$ cat src/rtl/alu_arbiter.sv
// alu_arbiter: two-port round-robin front end to a single 8-bit ALU.
//   clk, rst            : rising-edge clock, asynchronous active-high reset
//   reqN_valid/ready    : per-requester handshake (ready is combinational, IDLE only)
//   reqN_op/a/b         : opcode and operands of requester N
//   rsp_valid/ready     : response handshake; rsp_id names the owning requester
//   rsp_y, rsp_zero,
//   rsp_carry, rsp_borrow : registered result and flags
//   busy                : FSM is outside IDLE
// alu8 is the team 8-bit ALU: combinational, raw carry/borrow only on arithmetic ops.

module alu8 (
  input  logic [3:0] op,
  input  logic [7:0] a,
  input  logic [7:0] b,
  output logic [7:0] y,
  output logic       carry,
  output logic       borrow
);
  logic [8:0] wide;
  logic [2:0] sh;

  always_comb begin
    wide   = '0;
    y      = '0;
    carry  = 1'b0;
    borrow = 1'b0;
    sh     = b[2:0];
    case (op)
      4'd0:  begin wide = {1'b0, a} + {1'b0, b}; y = wide[7:0]; carry  = wide[8]; end
      4'd1:  begin wide = {1'b0, a} - {1'b0, b}; y = wide[7:0]; borrow = wide[8]; end
      4'd2:  begin wide = {1'b0, a} + 9'd1;      y = wide[7:0]; carry  = wide[8]; end
      4'd3:  begin wide = {1'b0, a} - 9'd1;      y = wide[7:0]; borrow = wide[8]; end
      4'd4:  y = a & b;
      4'd5:  y = a | b;
      4'd6:  y = a ^ b;
      4'd7:  y = ~a;
      4'd8:  y = ~(a | b);
      4'd9:  y = ~(a ^ b);
      4'd10: y = ~(a & b);
      4'd11: y = a << sh;
      4'd12: y = a >> sh;
      4'd13: y = 8'($signed(a) >>> sh);
      4'd14: y = (a << sh) | (a >> (4'd8 - {1'b0, sh}));
      4'd15: y = (a >> sh) | (a << (4'd8 - {1'b0, sh}));
    endcase
  end
endmodule

module alu_arbiter (
  input  logic       clk,
  input  logic       rst,
  input  logic       req0_valid,
  output logic       req0_ready,
  input  logic [3:0] req0_op,
  input  logic [7:0] req0_a,
  input  logic [7:0] req0_b,
  input  logic       req1_valid,
  output logic       req1_ready,
  input  logic [3:0] req1_op,
  input  logic [7:0] req1_a,
  input  logic [7:0] req1_b,
  output logic       rsp_valid,
  input  logic       rsp_ready,
  output logic       rsp_id,
  output logic [7:0] rsp_y,
  output logic       rsp_zero,
  output logic       rsp_carry,
  output logic       rsp_borrow,
  output logic       busy
);
  typedef enum logic [1:0] {IDLE, EXEC, RESP} state_t;

  state_t     state_q, state_d;
  logic       last_grant_q, last_grant_d;
  logic [3:0] op_q, op_d;
  logic [7:0] a_q, a_d;
  logic [7:0] b_q, b_d;
  logic       id_q, id_d;
  logic       rsp_valid_q, rsp_valid_d;
  logic       rsp_id_q, rsp_id_d;
  logic [7:0] rsp_y_q, rsp_y_d;
  logic       rsp_zero_q, rsp_zero_d;
  logic       rsp_carry_q, rsp_carry_d;
  logic       rsp_borrow_q, rsp_borrow_d;

  logic       grant0, grant1;
  logic [7:0] alu_y;
  logic       alu_carry, alu_borrow;

  alu8 u_alu (
    .op     (op_q),
    .a      (a_q),
    .b      (b_q),
    .y      (alu_y),
    .carry  (alu_carry),
    .borrow (alu_borrow)
  );

  always_comb begin
    // On a tie the port not granted last wins; last_grant_q == 1 favours port 0.
    grant0 = req0_valid & (~req1_valid | last_grant_q);
    grant1 = req1_valid & (~req0_valid | ~last_grant_q);
    // rst gates ready so nothing looks accepted while reset is held.
    req0_ready = (state_q == IDLE) & grant0 & ~rst;
    req1_ready = (state_q == IDLE) & grant1 & ~rst;

    state_d      = state_q;
    last_grant_d = last_grant_q;
    op_d         = op_q;
    a_d          = a_q;
    b_d          = b_q;
    id_d         = id_q;
    rsp_valid_d  = rsp_valid_q;
    rsp_id_d     = rsp_id_q;
    rsp_y_d      = rsp_y_q;
    rsp_zero_d   = rsp_zero_q;
    rsp_carry_d  = rsp_carry_q;
    rsp_borrow_d = rsp_borrow_q;

    case (state_q)
      IDLE: begin
        if (grant0 | grant1) begin
          state_d      = EXEC;
          id_d         = grant1;
          last_grant_d = grant1;
          op_d         = grant1 ? req1_op : req0_op;
          a_d          = grant1 ? req1_a  : req0_a;
          b_d          = grant1 ? req1_b  : req0_b;
        end
      end
      EXEC: begin
        state_d      = RESP;
        rsp_valid_d  = 1'b1;
        rsp_id_d     = id_q;
        rsp_y_d      = alu_y;
        rsp_zero_d   = (alu_y == 8'h00);
        rsp_carry_d  = alu_carry  & ((op_q == 4'd0) | (op_q == 4'd2));
        rsp_borrow_d = alu_borrow & ((op_q == 4'd1) | (op_q == 4'd3));
      end
      RESP: begin
        if (rsp_ready) begin
          state_d     = IDLE;
          rsp_valid_d = 1'b0;
        end
      end
      default: state_d = IDLE;
    endcase
  end

  always_ff @(posedge clk or posedge rst) begin
    if (rst) begin
      state_q      <= IDLE;
      last_grant_q <= 1'b1;
      op_q         <= '0;
      a_q          <= '0;
      b_q          <= '0;
      id_q         <= 1'b0;
      rsp_valid_q  <= 1'b0;
      rsp_id_q     <= 1'b0;
      rsp_y_q      <= '0;
      rsp_zero_q   <= 1'b0;
      rsp_carry_q  <= 1'b0;
      rsp_borrow_q <= 1'b0;
    end else begin
      state_q      <= state_d;
      last_grant_q <= last_grant_d;
      op_q         <= op_d;
      a_q          <= a_d;
      b_q          <= b_d;
      id_q         <= id_d;
      rsp_valid_q  <= rsp_valid_d;
      rsp_id_q     <= rsp_id_d;
      rsp_y_q      <= rsp_y_d;
      rsp_zero_q   <= rsp_zero_d;
      rsp_carry_q  <= rsp_carry_d;
      rsp_borrow_q <= rsp_borrow_d;
    end
  end

  assign rsp_valid  = rsp_valid_q;
  assign rsp_id     = rsp_id_q;
  assign rsp_y      = rsp_y_q;
  assign rsp_zero   = rsp_zero_q;
  assign rsp_carry  = rsp_carry_q;
  assign rsp_borrow = rsp_borrow_q;
  assign busy       = (state_q != IDLE);
endmodule

$ cat config.mk
export PLATFORM = sky130hd
export DESIGN_NAME = alu_arbiter
export DESIGN_NICKNAME = d
export VERILOG_FILES = /design/src/rtl/alu_arbiter.sv
export SDC_FILE = /design/constraint.sdc
export NUM_CORES = 1
export LEC_CHECK = 0
export CAP_MARGIN = 0
export CORE_MARGIN = 2
export CORE_UTILIZATION = 40
export DETAILED_ROUTE_END_ITERATION = 8
export SKIP_CTS_REPAIR_TIMING = 1
export SLEW_MARGIN = 40
export SYNTH_ARGS = -nofsm -noshare
export SYNTH_HDL_FRONTEND = slang
export SYNTH_SLANG_ARGS = --single-unit
$ cat constraint.sdc
create_clock -name clk -period 4.8 [get_ports clk]
set_input_delay 0.48 -clock clk [delete_from_list [all_inputs] [get_ports clk]]
set_output_delay 0.48 -clock clk [all_outputs]
set_load 0.05 [all_outputs]
==> Yosys cells after proc, flatten, opt, wreduce, memory -nomap -nowiden <==
Cells that the tools add are included.
{ "op_classes": {"n_mux": 11, "n_addsub": 5, "eq_ne": 19, "bitwise_logic": 26, "shifts": 5, "n_reduce_logical": 8} }
{ "ops": {"columns": ["cell", "count"], "rows": [
  ["case mux 8 bit (16 select lines)", 1],
  ["equality test 4 bit (second input constant)", 8],
  ["NOT 8 bit", 4],
  ["OR 8 bit", 3],
  ["equality test 4 x 3 -> 1 bit (second input constant)", 4],
  ["2-to-1 mux 8 bit", 2],
  ["adder 8 x 1 -> 9 bit (second input constant)", 1],
  ["adder 8 x 8 -> 9 bit", 1],
  ["subtractor 8 x 1 -> 9 bit (second input constant)", 1],
  ["subtractor 8 x 8 -> 9 bit", 1],
  ["bitwise AND 1 bit", 8],
  ["bitwise AND 8 bit", 1],
  ["equality test 4 x 2 -> 1 bit (second input constant)", 2],
  ["zero test 8 bit", 1],
  ["<< shifter 8 x 3 -> 8 bit", 1],
  ["<< shifter 8 x 4 -> 8 bit", 1],
  ["right shift 8 x 3 -> 8 bit", 1],
  ["right shift 8 x 4 -> 8 bit", 1],
  [">>> shifter 8 x 3 -> 8 bit", 1],
  ["XOR 8 bit", 1],
  ["case mux 1 bit (2 select lines)", 3],
  ["case mux 2 bit (3 select lines)", 1],
  ["AND reduction 2 bit", 3],
  ["OR 1 bit", 5],
  ["13 further kinds", 18]
]} }
{ "totals": {"register_bits": 37} }

==> Longest topological paths before layout <==
{ "depth": {"word_depth": 6, "depth_mapped": 14} }

==> Hierarchy <==
From an unflattened synthesis, not the netlist that was laid out.
{ "hier_totals": {"hier_cells": 580, "area_unflattened_um2": 4949.7} }
{ "by_module_without_submodules": {"columns": ["module", "cells_each", "n_inst", "area_each_um2"], "rows": [
  ["alu8", 458, 1, 3191.8],
  ["alu_arbiter", 122, 1, 1757.9]
]} }

==> Worst setup path before layout <==
No wires, ideal clock.
{ "synth_timing": {"kind": "register to register", "startpoint": "register b_q[0]", "endpoint": "register rsp_zero_q, in the netlist rsp_zero", "path_stages_with_launch": 15, "path_slack_ps": 1212, "path_buffers": 4, "setup_ps": 103, "period_less_slack_ps": 3588, "required_ps": 4697, "arrival_ps": 3484, "path_cell_list": "dfrtp_1 > buf_4 > buf_2 > inv_1 > clkbuf_1 > ha_1 > buf_2 > mux2i_1 > mux2_2 > o311ai_1 > a2111o_1 > or4_4 > o31ai_2 > nand2_1 > o41ai_2"} }
{ "synth_via": {"elab_chain_len": 5, "word_cells_on_any_way": 18, "cone_classes": "3 x add/sub; 5 x shift; 1 x mux; 8 x bitwise; 1 x reduce/logical"} }
{ "synth_rtl": {"columns": ["element", "line", "source"], "rows": [
  ["start: declaration", "77", "logic [7:0] b_q, b_d;"],
  ["start signal: assignment", "156", "b_q <= '0;"],
  ["start signal: assignment", "169", "b_q <= b_d;"],
  ["subtractor 4 x 3 -> 4 bit", "43, 44", null],
  ["<< shifter 8 x 4 -> 8 bit or right shift 8 x 4 -> 8 bit (tied branches)", "44, 43", null],
  ["OR 8 bit (on tied branches)", "44, 43", null],
  ["case mux 8 bit (16 select lines) *", "28", "case (op)"],
  ["zero test 8 bit *", "136", "rsp_zero_d = (alu_y == 8'h00);"],
  ["end signal: assignment", "174", "rsp_zero_q <= rsp_zero_d;"],
  ["end: declaration", "82", "logic rsp_zero_q, rsp_zero_d;"]
]} }
Mark *: on every way between the ends. The rest lies on a longest branch, timed or not.
A chain may end at the register's enable or synchronous reset.

==> Worst setup path in the final report <==
{ "layout_timing": {"startpoint": "register b_q[1]", "endpoint": "register rsp_zero_q, in the netlist rsp_zero"} }
Same word-level chain as after synthesis.

==> flow_summary.toml <==
[outcome]
status = "finished, final reports clean"

[synth]
yosysWarnings = 0
synthCells = 630
synth_edf_count = 0
async_reset_ff_frac = 1.000
synth_nets = 706
synthFlopType = "dfrtp_1"
ys_ff_latch = 37
ys_seq_area_frac = 0.1905
synth.cell_area_um2 = 4866
synth.avg_cell_area_um2 = 7.724
ys_types = 82

[global_route]
antenna_found_initial = 0
gr-total-overflow = 0
grt_max_degree = 43
grt_pass1_vias = 4792
grt_use_total = 0.2703
grt_pass1_wl_um = 27300

[timing]
drv_slew = 0
finalWorstPathRequiredPeriod_ns = 3.636
fin_setup_tns_ns = 0
finalCritPeriodShare = 0.7574
worst_slew_pin_slew_ns = 0.8239
skew_ns = 0.007717
rsz0062_at_grt = "false"
timing.fmax_mhz = 275.0
setup_viol = 0
hold_ws_ns = 0.4776
hold_viol_final = 0
max-slew-margin-rel = 0.4507

[min_path]
holdPathStages = 2
hp-class = "flip-flop to flip-flop"
worstHoldEndpoint = "rsp_y[1]"
min_from = "rsp_y[1]"

[final_layout]
syn_to_final_growth_pct = 17.23
n_antenna_cell = 0
ff_latch_area_um2 = 928.4
multi_input_area_um2 = 3543
drive_above_1_share = 0.09834
final_cell_area_um2 = 5704
num-fill-cells = 1202
fin_nets = 736

[clock_network]
cts_tree = "done"
cts_buffer_depth = 2
cts_inserted_buffers = 5
insertion_delay_ns = 0.30
root_buffer = "clkbuf_16"
clkTransAtPathRegs_ns = 0.06
cts_sinks = 37
cts.htree.levels = 2

[placement]
postPlaceCellArea_um2 = 5552
dp_hpwl_um = 13000
gp_congestion = 1.001
port_buffers = 60

[setup_path]
crit_path_start_kind = "flip-flop"
required_ns = 5.00
r2r_end = "rsp_zero"
arrival_ns = 3.83
cp-end-kind = "flip-flop"
worstSetupPathType = "flip-flop to flip-flop"
reg2reg_slack_ns = 1.16
timing.critical_path.buf_inv = 1
crit_family = "compound AO/OA/AOI/OAI gates"
slowest_stage = "ha_1"
path_cells = "inv_1 -> ha_1 -> mux2i_1 -> mux2_2 -> o311ai_1 -> a2111o_1 -> or4_4 -> o31ai_2 -> nand2_1 -> o41ai_2"
path_max_fanout = 20
ff2ff_path_depth = 10
critPathMaxStageDelay_ns = 0.87
reg2reg_from = "b_q[1]"

[detailed_routing]
drt_wl_total_um = 17330
first_pass_iters = 5
wl_per_cell_um = 21.45
ant_nets = 0
drc = 0
viasPerCell = 6.327
drt_iter0_drc = 517
vias = 5112

[floorplanning]
io_pins = 61
die_area_um2 = 13060
rows = 40
die_h_um = 114.3
coreArea_um2 = 11960
dieWidth_um = 114.3
start_util = 0.4068

[job]
cap_viol_max_count = 0
-- through the flow --
stage                     instances  utilization  setup WS (ns)
after floorplan                 630            -          1.212
after global placement          800       0.4631          1.286
after detailed placement        800       0.4641          1.208
after CTS                       808       0.4769          1.198
after global routing            808       0.4769         0.9444
final                           808       0.4769          1.164
-- sequential cells by signal, indices dropped and copies added (netlist names) --
signal and cells:
b_q 8, rsp_y 8, state_q 2, rsp_borrow 1, last_grant_q 1, rsp_id 1
a_q 8, rsp_carry 1, rsp_valid 1, rsp_zero 1, id_q 1, op_q 4
-- routing by layer --
| metal | GRT usage | share of wire | vias to the layer above |
|---|---|---|---|
| li1 | - | - | 2366 |
| met1 | 0.3872 | 0.44 | 2457 |
| met2 | 0.4024 | 0.44 | 251 |
| met3 | 0.04394 | 0.074 | 38 |
| met4 | 0.1146 | 0.041 | 0 |
| met5 | 0 | 0 | - |
-- cells in the final DEF, fill, tap and decap left out, types with 4 or more instances in the layout --
cell type and count:
nand2b_1 18, clkbuf_16 5, a32oi_1 4, inv_1 34
nand2_1 46, mux4_2 10, xnor2_1 8, dfrtp_1 35
nand3_1 15, and3_1 6, o221ai_1 7, a221oi_1 7
o22ai_1 5, o21ai_0 30, a21oi_1 58, mux2i_1 34
ha_1 29, nor2_1 63, clkdlybuf4s50_1 60, buf_4 19
a21o_1 5, o211ai_1 10, o31ai_1 5, a211oi_1 5
mux2_2 7, nand4_1 9, a22oi_1 7, nor2b_1 12
nor3_1 13, a31oi_1 9
-- tightest hold or removal path: stages, from the launching register on --
cell     delay, ns
dfrtp_1       0.34
nand2_1       0.04
o21ai_0       0.06
-- how the worst max path moves through the flow --
stage / cells past startpoint / endpoint / slack [ns] / from
6_report: 10 / rsp_zero / 1.16 / b_q[1]
3_3_place_gp: 10 / rsp_zero / 1.29 / b_q[1]
5_1_grt: 10 / rsp_zero / 0.94 / b_q[1]
4_1_cts: 10 / rsp_zero / 1.20 / b_q[1]
3_5_place_dp: 10 / rsp_zero / 1.21 / b_q[1]
2_1_floorplan: 14 / rsp_zero / 1.21 / b_q[0]
-- cell type report --
cell class	count	area share
inverter	37	0.02676
timing repair buffer	79	0.1303
tap	147	0.03224
clock buffer	6	0.02435
clock inverter	2	0.002413
multi-input combinational	500	0.6212
sequential	37	0.1628
-- cell usage after synthesis, types with 6 or more instances --
master / instances / share of area
inv_1: 34 / 0.026
mux4_2: 10 / 0.046
nand2_1: 46 / 0.035
and3_1: 6 / 0.0077
mux2i_1: 34 / 0.070
nor2b_1: 12 / 0.015
a31oi_1: 9 / 0.012
nor2_1: 64 / 0.049
nand2b_1: 18 / 0.023
nand4_1: 9 / 0.012
xnor2_1: 8 / 0.014
a221oi_1: 7 / 0.013
o21ai_0: 30 / 0.031
ha_1: 29 / 0.075
nor3_1: 14 / 0.014
buf_2: 10 / 0.010
o221ai_1: 7 / 0.013
clkbuf_1: 37 / 0.029
a22oi_1: 7 / 0.011
mux2_2: 7 / 0.016
a21oi_1: 59 / 0.061
o211ai_1: 10 / 0.015
dfrtp_1: 36 / 0.19
nand3_1: 15 / 0.015
-- cell families (layout without fill, tap and decap cells) --
group           count (synthesis)  in the layout  share of synthesized area
mux                            53             53                     0.1378
buf+inv                        93            124                    0.08486
flops                          37             37                     0.1905
simple gates                  216            216                     0.2263
compound gates                189            189                     0.2579
fa+ha+maj                      31             31                    0.08280
xor+xnor                       11             11                    0.01980
Power is not shown: default switching activity piles up to over one toggle a cycle in this logic, so the estimate is an artifact.
